==> config.mk <==
export PLATFORM = sky130hd
export DESIGN_NAME = alu_writeback_flat
export DESIGN_NICKNAME = d
export VERILOG_FILES = /design/src/rtl/alu_writeback_if.sv /design/src/rtl/alu_writeback.sv /design/src/flat_wrapper.sv
export SDC_FILE = /design/constraint.sdc
export NUM_CORES = 1
export LEC_CHECK = 0
export BUFFER_PORTS_ARGS = -buffer_cell sky130_fd_sc_hd__buf_2
export CAP_MARGIN = 20
export CORE_MARGIN = 1
export CORE_UTILIZATION = 23
export CTS_CLUSTER_DIAMETER = 30
export DETAILED_ROUTE_END_ITERATION = 7
export SYNTH_ARGS = -nofsm -noshare
export SYNTH_HDL_FRONTEND = slang
export SYNTH_SLANG_ARGS = --single-unit
==> constraint.sdc <==
create_clock -name clk -period 1.7 [get_ports clk]
set_input_delay 0 -clock clk [delete_from_list [all_inputs] [get_ports clk]]
set_output_delay 0 -clock clk [all_outputs]
set_load 0.05 [all_outputs]
==> src/rtl/alu_writeback_if.sv <==
`timescale 1ns/1ps
`default_nettype none
// +----------------------------------------------------------------------------+
// | alu_writeback_if : valid/ready result bus from the ALU into writeback       |
// | Rev 1.0                                                                     |
// +----------------------------------------------------------------------------+
interface alu_writeback_if #(
   parameter int DATA_W = 32,
   parameter int ADDR_W = 4
);
   logic              wb_valid;
   logic              wb_ready;
   logic [ADDR_W-1:0] wb_rd;
   logic [DATA_W-1:0] wb_result;
   logic              wb_zero;
   logic              wb_negative;
   logic              wb_write_reg;
   logic              wb_set_flags;

   modport master (
      output wb_valid, wb_rd, wb_result, wb_zero, wb_negative,
             wb_write_reg, wb_set_flags,
      input  wb_ready
   );

   modport slave (
      input  wb_valid, wb_rd, wb_result, wb_zero, wb_negative,
             wb_write_reg, wb_set_flags,
      output wb_ready
   );
endinterface
`default_nettype wire

==> src/rtl/alu_writeback.sv <==
`timescale 1ns/1ps
`default_nettype none
// +----------------------------------------------------------------------------+
// | alu_writeback : one-entry writeback register, register file, Z/N flags.    |
// | Optional macro WB_FORWARD_EN: read ports bypass the pending entry.          |
// | Rev 1.0                                                                     |
// +----------------------------------------------------------------------------+
module alu_writeback #(
   parameter int DATA_W   = 32,
   parameter int NUM_REGS = 16,
   parameter int ADDR_W   = 4
) (
   input  logic              clk,
   input  logic              rst_n,
   alu_writeback_if.slave    wb,
   input  logic              stall_i,
   input  logic [ADDR_W-1:0] rh_addr_i,
   input  logic [ADDR_W-1:0] ro_addr_i,
   output logic [DATA_W-1:0] rh_value_o,
   output logic [DATA_W-1:0] ro_value_o,
   output logic              flag_z_o,
   output logic              flag_n_o,
   output logic              pending_o
);

   logic [DATA_W-1:0] regs_q [NUM_REGS];
   logic              flag_z_q, flag_n_q;

   logic              valid_q,     valid_d;
   logic [ADDR_W-1:0] rd_q,        rd_d;
   logic [DATA_W-1:0] result_q,    result_d;
   logic              z_q,         z_d;
   logic              n_q,         n_d;
   logic              write_reg_q, write_reg_d;
   logic              set_flags_q, set_flags_d;

   logic              commit;
   logic              accept;
   logic              rd_ok, rh_ok, ro_ok;

   // Free slot, or the held entry retires on this same edge.
   assign wb.wb_ready = !valid_q || !stall_i;
   assign commit      = valid_q && !stall_i;
   assign accept      = wb.wb_valid && wb.wb_ready;

   // Indices past the populated part of the address space write nowhere and read 0.
   generate
      if (NUM_REGS < (1 << ADDR_W)) begin : g_partial_map
         assign rd_ok = (32'(rd_q)      < NUM_REGS);
         assign rh_ok = (32'(rh_addr_i) < NUM_REGS);
         assign ro_ok = (32'(ro_addr_i) < NUM_REGS);
      end else begin : g_full_map
         assign rd_ok = 1'b1;
         assign rh_ok = 1'b1;
         assign ro_ok = 1'b1;
      end
   endgenerate

   always_comb begin
      valid_d     = valid_q;
      rd_d        = rd_q;
      result_d    = result_q;
      z_d         = z_q;
      n_d         = n_q;
      write_reg_d = write_reg_q;
      set_flags_d = set_flags_q;
      if (commit) begin
         valid_d = 1'b0;
      end
      if (accept) begin
         valid_d     = 1'b1;
         rd_d        = wb.wb_rd;
         result_d    = wb.wb_result;
         z_d         = wb.wb_zero;
         n_d         = wb.wb_negative;
         write_reg_d = wb.wb_write_reg;
         set_flags_d = wb.wb_set_flags;
      end
   end

   always_ff @(posedge clk or negedge rst_n) begin
      if (!rst_n) begin
         valid_q     <= 1'b0;
         rd_q        <= '0;
         result_q    <= '0;
         z_q         <= 1'b0;
         n_q         <= 1'b0;
         write_reg_q <= 1'b0;
         set_flags_q <= 1'b0;
      end else begin
         valid_q     <= valid_d;
         rd_q        <= rd_d;
         result_q    <= result_d;
         z_q         <= z_d;
         n_q         <= n_d;
         write_reg_q <= write_reg_d;
         set_flags_q <= set_flags_d;
      end
   end

   always_ff @(posedge clk or negedge rst_n) begin
      if (!rst_n) begin
         for (int i = 0; i < NUM_REGS; i++) begin
            regs_q[i] <= '0;
         end
         flag_z_q <= 1'b0;
         flag_n_q <= 1'b0;
      end else if (commit) begin
         if (write_reg_q && rd_ok) begin
            regs_q[rd_q] <= result_q;
         end
         if (set_flags_q) begin
            flag_z_q <= z_q;
            flag_n_q <= n_q;
         end
      end
   end

   always_comb begin
      rh_value_o = '0;
      ro_value_o = '0;
      if (rh_ok) rh_value_o = regs_q[rh_addr_i];
      if (ro_ok) ro_value_o = regs_q[ro_addr_i];
`ifdef WB_FORWARD_EN
      // Only register data is bypassed; flags always reflect committed state.
      if (valid_q && write_reg_q && rd_ok && (rd_q == rh_addr_i)) rh_value_o = result_q;
      if (valid_q && write_reg_q && rd_ok && (rd_q == ro_addr_i)) ro_value_o = result_q;
`else
`endif
   end

   assign flag_z_o  = flag_z_q;
   assign flag_n_o  = flag_n_q;
   assign pending_o = valid_q;

endmodule
`default_nettype wire

==> src/flat_wrapper.sv <==
// flat-port wrapper written by rule: the top's interface ports become plain ports
module alu_writeback_flat 
#(
   parameter int DATA_W   = 32,
   parameter int NUM_REGS = 16,
   parameter int ADDR_W   = 4
)
  (clk, rst_n, stall_i, rh_addr_i, ro_addr_i, rh_value_o, ro_value_o, flag_z_o, flag_n_o, pending_o, wb_wb_valid, wb_wb_rd, wb_wb_result, wb_wb_zero, wb_wb_negative, wb_wb_write_reg, wb_wb_set_flags, wb_wb_ready);
  alu_writeback_if #(.DATA_W(DATA_W), .ADDR_W(ADDR_W)) wb_i ();
  input  logic clk;
  input  logic rst_n;
  input  logic stall_i;
  input  logic [ADDR_W-1:0] rh_addr_i;
  input  logic [ADDR_W-1:0] ro_addr_i;
  output logic [DATA_W-1:0] rh_value_o;
  output logic [DATA_W-1:0] ro_value_o;
  output logic flag_z_o;
  output logic flag_n_o;
  output logic pending_o;
  input wire logic [$bits(wb_i.wb_valid)-1:0] wb_wb_valid;
  input wire logic [$bits(wb_i.wb_rd)-1:0] wb_wb_rd;
  input wire logic [$bits(wb_i.wb_result)-1:0] wb_wb_result;
  input wire logic [$bits(wb_i.wb_zero)-1:0] wb_wb_zero;
  input wire logic [$bits(wb_i.wb_negative)-1:0] wb_wb_negative;
  input wire logic [$bits(wb_i.wb_write_reg)-1:0] wb_wb_write_reg;
  input wire logic [$bits(wb_i.wb_set_flags)-1:0] wb_wb_set_flags;
  output wire logic [$bits(wb_i.wb_ready)-1:0] wb_wb_ready;
  assign wb_i.wb_valid = wb_wb_valid;
  assign wb_i.wb_rd = wb_wb_rd;
  assign wb_i.wb_result = wb_wb_result;
  assign wb_i.wb_zero = wb_wb_zero;
  assign wb_i.wb_negative = wb_wb_negative;
  assign wb_i.wb_write_reg = wb_wb_write_reg;
  assign wb_i.wb_set_flags = wb_wb_set_flags;
  assign wb_wb_ready = wb_i.wb_ready;
  alu_writeback #(.DATA_W(DATA_W), .NUM_REGS(NUM_REGS), .ADDR_W(ADDR_W)) u_core (.clk(clk), .rst_n(rst_n), .wb(wb_i), .stall_i(stall_i), .rh_addr_i(rh_addr_i), .ro_addr_i(ro_addr_i), .rh_value_o(rh_value_o), .ro_value_o(ro_value_o), .flag_z_o(flag_z_o), .flag_n_o(flag_n_o), .pending_o(pending_o));
endmodule
== After elaboration in Yosys (flattened, before gate mapping) ==
Index checks and enable logic that the tools add are counted.

* Register bits: 555
* Input bits: 52
* Output and inout bits: 68
* Logic and storage cells: 52

* $lt $le $gt $ge: 4
* Multiplexer cells: 11
* Bitwise operators: 3
* Reductions and logical operators: 9

{| class="wikitable"
|+ Operators with widths
! kind !! number
|-
| $bwmux W512 || 1
|-
| $bmux W32 S4 || 2
|-
| $mux W32 || 5
|-
| $demux W32 S4 || 1
|-
| $ge A5 B5 Y1 const B || 3
|-
| $not A4 Y5 || 3
|-
| $lt A5 B1 Y1 const B || 1
|-
| $reduce_and A2 Y1 || 2
|-
| $logic_and A1 B1 Y1 || 3
|-
| $logic_not A1 Y1 || 2
|-
| $mux W1 || 2
|-
| $reduce_bool A2 Y1 || 1
|-
| $logic_or A1 B1 Y1 || 1
|}

== Longest topological paths before layout ==
* Depth after elaboration: 6
* Mapped depth: 5

== Worst setup path before layout ==
No wires, ideal clock.

* Path type: flip-flop to flip-flop
* Start: reg u_core.valid_q (netlist: u_core.pending_o)
* End: reg u_core.n_q
* Setup time: 0.125 ns
* Arrival time: 1.990 ns
* Required time: 1.575 ns
* Path slack: -0.415 ns
* Cell stages (with the launch flop): 6
* Path buffers: 2
* Period minus slack after synthesis: 2.115 ns
* Cells stage by stage: dfrtp_1 nand2_1 and2_1 clkbuf_1 buf_2 mux2_2

* Longest elaborated chain between the ends: 3

{| class="wikitable"
|+ Ends and longest elaborated chain
! item !! line !! text
|-
| start, declared || alu_writeback.sv:29 || <nowiki>logic valid_q, valid_d;</nowiki>
|-
| start signal, assigned || alu_writeback.sv:91 || <nowiki>valid_q <= valid_d;</nowiki>
|-
| $logic_not A1 Y1 || alu_writeback.sv:42 || <nowiki>assign wb.wb_ready = !valid_q || !stall_i;</nowiki>
|-
| $logic_or A1 B1 Y1 || alu_writeback.sv:42 ||
|-
| via wb_wb_ready || flat_wrapper.sv:27 || <nowiki>output wire logic [$bits(wb_i.wb_ready)-1:0] wb_wb_ready;</nowiki>
|-
| $logic_and A1 B1 Y1 || alu_writeback.sv:44 || <nowiki>assign accept = wb.wb_valid && wb.wb_ready;</nowiki>
|-
| end signal, assigned || alu_writeback.sv:95 || <nowiki>n_q <= n_d;</nowiki>
|-
| end, declared || alu_writeback.sv:33 || <nowiki>logic n_q, n_d;</nowiki>
|}

The timed path passes the listed nets, and every way through them passes these cells.
A chain may end at the register's enable or synchronous reset.

== Final worst setup path ==
* Start: reg u_core.regs_q[239] (netlist name)
* End: out ro_value_o[15]

* Longest elaborated chain between the ends: 3

{| class="wikitable"
|+ Ends and longest elaborated chain
! item !! line !! text
|-
| start, declared || alu_writeback.sv:26 || <nowiki>logic [DATA_W-1:0] regs_q [NUM_REGS];</nowiki>
|-
| start signal, assigned by index || alu_writeback.sv:110 || <nowiki>regs_q[rd_q] <= result_q;</nowiki>
|-
| $bmux W32 S4 || alu_writeback.sv:123 || <nowiki>if (ro_ok) ro_value_o = regs_q[ro_addr_i];</nowiki>
|-
| $mux W32 (not written as such) (2 in a row) || alu_writeback.sv:123 ||
|-
| end, declared || flat_wrapper.sv:16 || <nowiki>output logic [DATA_W-1:0] ro_value_o;</nowiki>
|}

No other way between the ends. The select of a mux whose other input is x is not followed.

==> results.md <==
* Run status: complete, but fails checks
* Failing checks: setup timing
* Clock sink total at 555
* Most frequent cells in the layout: 551 x dfrtp_1, 288 x mux2_4, 256 x mux4_2
* Initial antenna violation count at 2
* Metal3 WL at 5200 um
* Worst vdd ir at roughly 0.0010 V
* Synth area leaders: dfrtp_1 49%, mux4_2 20%, mux2_2 19%
* Unrepaired setup endpoints after global routing: true
* Detailed placement HPWL at 54000 um
* Routability congestion estimate from global placement at ~0.75
* Vias in the first global route at 19975
* Residual DRC count at 0
* Gr ovfl total at 0
* Clock skew at 0.0287 ns
* CP Max Fanout at 3
* Cell Chain, Critical Path: mux4_2, a22oi_2, nand2_2, buf_8
* Gr usage total at 15.1%
* Startpoint Class: flip-flop
* Register area share after synthesis at 49.2%
* Die area at approximately 120000 um2
* Top cell type by total area after synthesis: dfrtp_1
* Syn. warnings at 0
* WHS at 0.0151 ns
* Syn Inst Count at 1770
* DRT iter0 DRCs at 1465
* CP Data Required Time at 1.70 ns
* DR WL/cell at 25.1 um
* Yosys reg bits at 555
* Critical Path Max Stage Delay at 0.47 ns
* Uppermost layer routed: met5
* IO Port Bufs at 119
* Max-cap violations at 0
* Fin util at roughly 33%
* CP top delay family: multiplexers
* Worst setup EP type: primary output
* Metal-1 WL at 42600 um
* Pins Over Slew Limit at 0
* Num CTS Buffers at 117
* Pwr/cell area at 1580 nW/um2
* Synth top area share at 49.2%
* Commonest non-fill, non-tap cell in the layout: dfrtp_1
* # IOs at 120
* Vias at about 19000
* Yosys cell types at 24
* Syn_nets at between 1500 and 2000
* Share of cells above drive strength 1 at 68.1%
* CORE AREA at 122000 um2
* Layout area overhead at 44.4%
* Clock Latency Late Sink at 0.68 ns
* Clock-pin transition on the worst setup and hold timing paths at 0.05 ns
* Final ANT Viol Nets at 0
* Nets at 2159
* Reg with most FFs: u_core.regs_q
* First-pass GRT wire length at 140000 um
* Final period util at 127%
* Critical path's slowest cell: mux4_2
* Largest net degree at the start of global routing at 82
* Final Power at around 64 mW
* Syn avg cell area at 15.9 um2
* Biggest regs: u_core.regs_q x512, u_core.result_q x32, u_core.rd_q x4
* CTS H-Tree Depth at 3
* Setup-failing EPs final at around 580
* Starting density of the core at a little under a quarter
* Crit Path Category: reg2out
* Period minus WS final at between 2 and 2.5 ns
* Clock Path Buffers at 3
* Least-Margin Pin Slew at 0.832 ns
* Crit path buf inv count at 1
* Max-slew headroom at 44.3%
* Standard-cell rows at between 100 and 150
* Synth Cell Area at 28200 um2
* Final Hold Viols at 0
* Met2 WL post-DR at 45900 um
* Final wirelength at 96400 um
* Via density at 4.84
* CTS tree: built
* Leakage power at roughly 18 nW
* Die width at about 350 um
* Router iterations before antenna repair at 5
* Fmax at approximately 460 MHz
* Final setup margin at -0.467 ns
* Crit path arrival time at around 2.2 ns
* HP Class: in2async
* DIE HEIGHT at roughly 350 um
* Max reg flops at 512
* CTS root buf: clkbuf_16
* Ant diodes at 0
==> synthesized netlist by cell type <==
cell type	number
dfrtp_1	555
nand3_1	6
and4bb_2	1
a22oi_1	128
mux4_2	256
nor4_4	2
mux2_2	464
nand4_2	2
buf_2	61
nand2b_1	3
clkbuf_1	91
buf_1	1
and4b_1	1
buf_4	19
nor2b_1	6
nand4b_2	1
nand3b_1	1
nand4bb_1	1
nand2_1	66
nor2_1	3
nor3_2	6
buf_6	3
mux2_1	90
and2_1	3
==> worst reg2reg max path: cells and delay by family (launching register included) <==
family | cells | cell delay, ns
and+or+nand+nor | 2 | 0.58
DFF | 1 | 0.40
buffers and inverters | 3 | 0.57
muxes | 1 | 0.28
==> final timing paths <==
kind                                        to  slack (ns)  cells after the start               start
hold reg to reg                     u_core.n_q        0.50                      1          u_core.n_q
max in group asynchronous   u_core.regs_q[508]        0.44                      3               rst_n
setup reg to reg            u_core.regs_q[325]       -0.21                      6      u_core.rd_q[3]
setup / recovery                ro_value_o[15]       -0.47                      4  u_core.regs_q[239]
min in group clk           u_core.result_q[26]        0.10                      3    wb_wb_result[26]
hold / removal              u_core.regs_q[348]        0.02                      3               rst_n
==> per-layer routing <==
| metal | up-vias | GRT usage (%) |
|---|---|---|
| met4 | 4 | 5.04 |
| met2 | 563 | 24.1 |
| met5 | - | 0 |
| li1 | 7651 | - |
| met1 | 10200 | 20.4 |
| met3 | 147 | 3.06 |
==> area by class of cell <==
class | count | area (um2)
Clock buffer | 141 | 3130
Clock inverter | 82 | 1070
Fill cell | 11664 | 81000
Multi-Input combinational cell | 1040 | 15400
Sequential cell | 555 | 13900
Tap cell | 1625 | 2030
Timing Repair Buffer | 393 | 5190
==> repair_timing <==
action | 4_1_cts | 5_1_grt
setup endpoints to repair | 477 | 613
gates resized for setup | 481 | 190
buffers inserted | 43 | 20
hold buffers | 45 | 0
gates cloned | 27 | 10
endpoints found under the hold margin | 596 | 0
pin swaps | 108 | 58
==> per-stage QoR <==
stage	cells	setup WS (ns)	setup TNS [ns]	area [um2]
6_report	3836	-0.467	-73.20	40800
5_1_grt	3836	-0.500	-99.75	40800
4_1_cts	3830	-0.464	-76.31	40100
3_5_place_dp	3492	-0.125	-24.82	32500
3_3_place_gp	3492	-0.104	-19.20	32500
2_1_floorplan	1770	-0.0958	-17.19	28400
==> logic make-up (layout without fill, tap and decap cells) <==
| group | after synthesis | count (layout) | synth area share, % |
|---|---|---|---|
| buf+inv | 175 | 616 | 2.93 |
| flops | 555 | 555 | 49.2 |
| simple gates | 102 | 102 | 1.94 |
| mux | 810 | 810 | 42.5 |
| compound gates | 128 | 128 | 3.40 |
==> power breakdown <==
part           internal, mW  switching (mW)
Sequential             17.9            4.06
Clock                  16.1            7.95
Combinational          11.1            7.38
(Power assumes the default switching activity.)
